--- src/rtl/qdr_word_align_pkg.sv ---
// Shared types and constants for the QDR word aligner: FSM encoding, sample slot
// ordering within a raw capture word, and a saturating counter helper.
package qdr_word_align_pkg;

   typedef enum logic [1:0] {
      SEARCH      = 2'd0,
      SETTLE_WAIT = 2'd1,
      LOCKED      = 2'd2
   } state_e;

   // Slot index of each capture phase inside the raw word (slot 0 = LSBs, oldest)
   localparam int unsigned RISE0  = 0;
   localparam int unsigned RISE90 = 1;
   localparam int unsigned FALL0  = 2;
   localparam int unsigned FALL90 = 3;

   localparam int unsigned SLOTS = 4;
   localparam int unsigned CNT_W = 8;

   function automatic logic [CNT_W-1:0] sat_inc(input logic [CNT_W-1:0] v);
      return (v == {CNT_W{1'b1}}) ? v : v + 1'b1;
   endfunction

endpackage

--- src/rtl/qdr_slip_mux.sv ---
// Registered 8-to-4 sample selector: picks four consecutive samples starting at
// slot i_slip out of the window {current raw word, previous raw word}.
module qdr_slip_mux
   import qdr_word_align_pkg::*;
#(
   parameter int unsigned WIDTH = 8
) (
   input  logic                     clk_0,
   input  logic                     rst_n,
   input  logic [SLOTS*WIDTH-1:0]   i_raw,
   input  logic [SLOTS*WIDTH-1:0]   i_raw_prev,
   input  logic [1:0]               i_slip,
   output logic [SLOTS*WIDTH-1:0]   o_data
);

   logic [2*SLOTS*WIDTH-1:0] w_window;
   logic [SLOTS*WIDTH-1:0]   w_sel;
   logic [SLOTS*WIDTH-1:0]   r_data;

   // Previous word occupies the low half, so slip 0 is the older word verbatim
   assign w_window = {i_raw, i_raw_prev};

   always_comb begin
      w_sel = '0;
      unique case (i_slip)
         2'd0: w_sel = w_window[0*WIDTH +: SLOTS*WIDTH];
         2'd1: w_sel = w_window[1*WIDTH +: SLOTS*WIDTH];
         2'd2: w_sel = w_window[2*WIDTH +: SLOTS*WIDTH];
         2'd3: w_sel = w_window[3*WIDTH +: SLOTS*WIDTH];
         default: w_sel = '0;
      endcase
   end

   always_ff @(posedge clk_0 or negedge rst_n) begin
      if (!rst_n) begin
         r_data <= '0;
      end else begin
         r_data <= w_sel;
      end
   end

   assign o_data = r_data;

endmodule

--- src/rtl/qdr_word_align.sv ---
// QDR word aligner: orders the four phase samples into time order, then searches
// slip 0..3 against a training word and holds lock until repeated misses.
module qdr_word_align
   import qdr_word_align_pkg::*;
#(
   parameter int unsigned WIDTH      = 8,
   parameter int unsigned LOCK_COUNT = 16,
   parameter int unsigned SETTLE     = 2,
   parameter int unsigned LOSS_COUNT = 4
) (
   input  logic                   clk_0,
   input  logic                   rst_n,
   input  logic [WIDTH-1:0]       data_rise_0,
   input  logic [WIDTH-1:0]       data_rise_90,
   input  logic [WIDTH-1:0]       data_fall_0,
   input  logic [WIDTH-1:0]       data_fall_90,
   input  logic                   train_en,
   input  logic [4*WIDTH-1:0]     train_word,
   input  logic                   realign,
   output logic [4*WIDTH-1:0]     data_out,
   output logic                   data_valid,
   output logic                   locked,
   output logic [1:0]             slip
);

   localparam logic [CNT_W-1:0] LockLast   = CNT_W'(LOCK_COUNT - 1);
   localparam logic [CNT_W-1:0] LossLast   = CNT_W'(LOSS_COUNT - 1);
   localparam logic [CNT_W-1:0] SettleLast = CNT_W'(SETTLE - 1);

   logic [SLOTS*WIDTH-1:0] w_raw;
   logic [SLOTS*WIDTH-1:0] r_raw;
   logic [SLOTS*WIDTH-1:0] r_raw_prev;

   state_e                 r_state, w_state;
   logic [CNT_W-1:0]       r_match_cnt, w_match_cnt;
   logic [CNT_W-1:0]       r_miss_cnt, w_miss_cnt;
   logic [CNT_W-1:0]       r_settle_cnt, w_settle_cnt;
   logic [1:0]             r_slip, w_slip;
   logic                   r_locked, w_locked;
   logic                   r_valid;
   logic                   w_match;

   always_comb begin
      w_raw = '0;
      w_raw[RISE0*WIDTH  +: WIDTH] = data_rise_0;
      w_raw[RISE90*WIDTH +: WIDTH] = data_rise_90;
      w_raw[FALL0*WIDTH  +: WIDTH] = data_fall_0;
      w_raw[FALL90*WIDTH +: WIDTH] = data_fall_90;
   end

   always_ff @(posedge clk_0 or negedge rst_n) begin
      if (!rst_n) begin
         r_raw      <= '0;
         r_raw_prev <= '0;
      end else begin
         r_raw      <= w_raw;
         r_raw_prev <= r_raw;
      end
   end

   qdr_slip_mux #(
      .WIDTH(WIDTH)
   ) u_slip_mux (
      .clk_0      (clk_0),
      .rst_n      (rst_n),
      .i_raw      (r_raw),
      .i_raw_prev (r_raw_prev),
      .i_slip     (r_slip),
      .o_data     (data_out)
   );

   assign w_match = (data_out == train_word);

   always_comb begin
      w_state      = r_state;
      w_match_cnt  = r_match_cnt;
      w_miss_cnt   = r_miss_cnt;
      w_settle_cnt = r_settle_cnt;
      w_slip       = r_slip;
      w_locked     = r_locked;
      if (realign) begin
         w_state      = SEARCH;
         w_match_cnt  = '0;
         w_miss_cnt   = '0;
         w_settle_cnt = '0;
         w_locked     = 1'b0;
      end else begin
         unique case (r_state)
            SEARCH: begin
               if (train_en) begin
                  if (w_match) begin
                     if (r_match_cnt >= LockLast) begin
                        w_state     = LOCKED;
                        w_locked    = 1'b1;
                        w_match_cnt = '0;
                        w_miss_cnt  = '0;
                     end else begin
                        w_match_cnt = sat_inc(r_match_cnt);
                     end
                  end else begin
                     w_match_cnt  = '0;
                     w_settle_cnt = '0;
                     w_slip       = r_slip + 2'd1;
                     w_state      = SETTLE_WAIT;
                  end
               end
            end
            SETTLE_WAIT: begin
               // Wait for the selector pipeline to refill with the new slip
               if (r_settle_cnt >= SettleLast) begin
                  w_state      = SEARCH;
                  w_settle_cnt = '0;
                  w_match_cnt  = '0;
               end else begin
                  w_settle_cnt = sat_inc(r_settle_cnt);
               end
            end
            LOCKED: begin
               if (train_en) begin
                  if (w_match) begin
                     w_miss_cnt = '0;
                  end else if (r_miss_cnt >= LossLast) begin
                     w_state    = SEARCH;
                     w_locked   = 1'b0;
                     w_miss_cnt = '0;
                  end else begin
                     w_miss_cnt = sat_inc(r_miss_cnt);
                  end
               end
            end
            default: begin
               w_state  = SEARCH;
               w_locked = 1'b0;
            end
         endcase
      end
   end

   always_ff @(posedge clk_0 or negedge rst_n) begin
      if (!rst_n) begin
         r_state      <= SEARCH;
         r_match_cnt  <= '0;
         r_miss_cnt   <= '0;
         r_settle_cnt <= '0;
         r_slip       <= '0;
         r_locked     <= 1'b0;
         r_valid      <= 1'b0;
      end else begin
         r_state      <= w_state;
         r_match_cnt  <= w_match_cnt;
         r_miss_cnt   <= w_miss_cnt;
         r_settle_cnt <= w_settle_cnt;
         r_slip       <= w_slip;
         r_locked     <= w_locked;
         r_valid      <= (w_state == LOCKED);
      end
   end

   assign data_valid = r_valid;
   assign locked     = r_locked;
   assign slip       = r_slip;

endmodule
--- config.mk ---
export PLATFORM = sky130hd
export DESIGN_NAME = qdr_word_align
export DESIGN_NICKNAME = d
export VERILOG_FILES = /design/src/rtl/qdr_word_align_pkg.sv /design/src/rtl/qdr_slip_mux.sv /design/src/rtl/qdr_word_align.sv
export SDC_FILE = /design/constraint.sdc
export NUM_CORES = 1
export LEC_CHECK = 0
export ABC_CLOCK_PERIOD_IN_PS = 4800
export BUFFER_PORTS_ARGS = -buffer_cell sky130_fd_sc_hd__buf_4
export CORE_ASPECT_RATIO = 1.4
export CORE_MARGIN = 4
export CORE_UTILIZATION = 50
export CTS_CLUSTER_SIZE = 24
export DETAILED_ROUTE_END_ITERATION = 7
export GPL_ROUTABILITY_DRIVEN = 1
export HOLD_SLACK_MARGIN = 0.06
export PLACE_DENSITY = 0.75
export SLEW_MARGIN = 20
export SYNTH_ARGS = -nofsm -noshare
export SYNTH_HDL_FRONTEND = slang
export SYNTH_SLANG_ARGS = --single-unit
--- constraint.sdc ---
create_clock -name clk_0 -period 4.8 [get_ports clk_0]
set_input_delay 1.2 -clock clk_0 [delete_from_list [all_inputs] [get_ports clk_0]]
set_output_delay 1.2 -clock clk_0 [all_outputs]
set_load 0.02 [all_outputs]
==> results.ini <==
[sta]
fin_skew_ns = 0.00709
relSlewSlack_pct = 21.2
hold_viol = 0
fmax_mhz = 334
tns_ns = 0
min_period_ns = 2.99
worst_pin_slew_ns = 1.18
final-setup-viol-count = 0
period_share_pct = 62.4
rsz0062_at_grt = false
slew_viol_final = 0

[status]
status = finished with violations
violations = DRC

[synthesis]
ys_top_cells_by_area = dfrtp_1 62%, mux2i_1 6.5%, a222oi_1 6.3%
synth_ff_type = dfrtp_1
yosysUniqueCellTypes = 47
avgSynthCellArea_um2 = 13.0
synth_nets = 468
yosys.area.top_type = dfrtp_1
synth_async_sr_flop_share_pct = 100
synth_edf_count = 0
ys_seq_elements = 126
syn-cell-area_um2 = 5090
synth_top_area_share_pct = 61.9
syn_inst = 391
ys_warn_count = 0
ys_seq_area_share_pct = 61.9

[critical_path]
end_kind = flop
crit_required_ns = 5.09
worstSetupStartpointType = input port
worstSetupPathType = in -> reg
crit_fanout = 14
crit_arrival_ns = 3.28

[die]
rows = 43
dieWidth_um = 93.3
pin_count = 104
die_y_um = 127
coreArea_um2 = 9950
die_area_um2 = 11900
start_util_pct = 51.2

[grt]
gr-usage-all-layers_pct = 21.3
grt_max_degree = 80
antenna_found_initial = 0
grt_pass1_wl_um = 19000
grt_pass1_vias = 3798
grt_remaining_overflow = 0

[layout]
instances_no_fill = 645
antenna_cells = 0
final_nets = 575
drive_gt1_share_pct = 29.0
multi_input_area_um2 = 1720
regArea_um2 = 3150
areaGrowthSynthToFinish_pct = 29.4
fill_cells = 750

[cts]
clockBufferDepth = 2
cts_buffers = 17
cts_root_buffer = clkbuf_16
cts_resized = 0
cts_tree = yes
post_cts_buffers = 0
postCtsHoldBufs = 0
htreeDepth = 4
clk_latency_ns = 0.41
cts_sinks = 126
path_clk_slew_ns = 0.06

[route]
drt-total-wl_um = 12100
vias = 3588
ant_nets = 0
first_pass_iters = 8
drc_errors = 8
first_iter_violations = 279
viasPerCell = 5.56
wl_per_cell_um = 18.8

[power_and_ir_drop]
leakagePower_nw = 3.13
peakVddDrop_mv = 0.339
powerDensity_nw_per_um2 = 601
p_sw_mw = 1.36
p_sw_share_pct = 34.3
power_frac_clock_pct = 32.9
p_int_mw = 2.60
seq_power_share_pct = 35.5
p_comb_share_pct = 31.6

[placed_design]
dpl.cell_count = 614
gp_congestion = 0.836
port_buffers = 103
place_hpwl_um = 8650

[run]
maxCapViolCount = 0

[worst_hold_path]
hold_path_class = reg -> reg

state kept, by name (all words and copies together) (netlist names):
name	cells
slip	2
r_match_cnt	8
u_slip_mux.o_data	32
r_raw	32
r_settle_cnt	8
locked	1
r_miss_cnt	8
r_state	2
data_valid	1
r_raw_prev	32
cell type report:
cell class	instances	share of cell area (%)
Tap cell	135	2.56
Clock buffer	17	6.45
Timing Repair Buffer	105	12.0
Sequential cell	126	47.8
Clock inverter	14	2.77
Inverter	40	2.28
Multi-Input combinational cell	208	26.1
placed cells by master (no fill, tap or decap), types with 2 or more instances in the layout:
cell type,n
a2111oi_2,2
a211oi_1,3
a21o_1,2
a21oi_1,5
a222oi_1,32
a31oi_1,2
and2_1,5
buf_4,105
bufinv_16,3
clkbuf_16,17
clkinv_4,3
clkinvlp_4,3
dfrtp_1,126
ha_1,6
ha_2,3
inv_1,40
inv_6,5
mux2i_1,33
nand2_1,13
nand2b_1,3
nand3_1,3
nand4_1,7
nor2_1,3
nor2b_1,9
nor4_1,12
nor4b_1,2
o21a_1,5
o21ai_0,5
o2bb2ai_1,2
xor2_1,32
metrics by stage:
step                      setup slack (ns)  cell area [um^2]  utilization (%)  power (mW)  hold slack (ns)
after floorplan                       2.19              5090                -        2.15            0.331
after global placement                1.47              5980             60.1        2.63            0.333
after detailed placement              1.45              5980             60.1        2.66            0.335
after CTS                             1.79              6590             66.2        3.99            0.347
after global routing                  1.68              6590             66.2        4.12            0.355
final                                 1.81              6590             66.2        3.96            0.344
path summary, 6_finish.rpt:
path / startpoint / endpoint / slack (ns) / cells after the start
max: train_word[18] / data_valid / 1.81 / 7
min in group asynchronous: rst_n / r_match_cnt[6] / 0.93 / 1
min reg2reg: r_raw[26] / r_raw_prev[26] / 0.34 / 0
max in group asynchronous: rst_n / r_miss_cnt[1] / 2.97 / 2
max reg2reg: u_slip_mux.o_data[18] / data_valid / 2.29 / 6
min: r_raw[26] / r_raw_prev[26] / 0.34 / 0
power groups by stage:
stage | Combinational, mW | Sequential (mW) | Clock [mW]
after global placement | 1.22 | 1.42 | 0
after global routing | 1.33 | 1.42 | 1.37
after CTS | 1.26 | 1.41 | 1.32
after floorplan | 0.604 | 1.55 | 0
after detailed placement | 1.24 | 1.42 | 0
final | 1.25 | 1.41 | 1.30
synthesized netlist by cell type, drive strengths merged, types with 3 or more instances:
cell type,instances
a211oi,3
a21oi,5
a222oi,32
and2,5
buf,6
clkbuf,11
dfrtp,126
ha,9
inv,40
mux2i,33
nand2,13
nand2b,4
nand3,3
nand4,7
nor2,4
nor2b,10
nor4,13
o21a,5
o21ai,5
xor2,32
metal layers:
layer  global-route usage [%]  wire, um
met3                     5.36       605
met2                     36.6      6550
met5                        0         0
met1                     23.6      4380
met4                     12.3       567
critical path: stages:
cell and delay, ns:
buf_4 0.12, xor2_1 0.15, nor4_1 0.54, nand4_1 0.36, nor2_4 0.41, nor2b_2 0.12, a2111oi_2 0.38
cell families after synthesis:
family	share of synthesized area, %
flops	61.9
fa+ha+maj	2.21
compound gates	11.2
xor+xnor	5.67
mux	6.70
simple gates	7.83
buf+inv	4.44
Note: power is estimated with default switching activity, not from simulation.
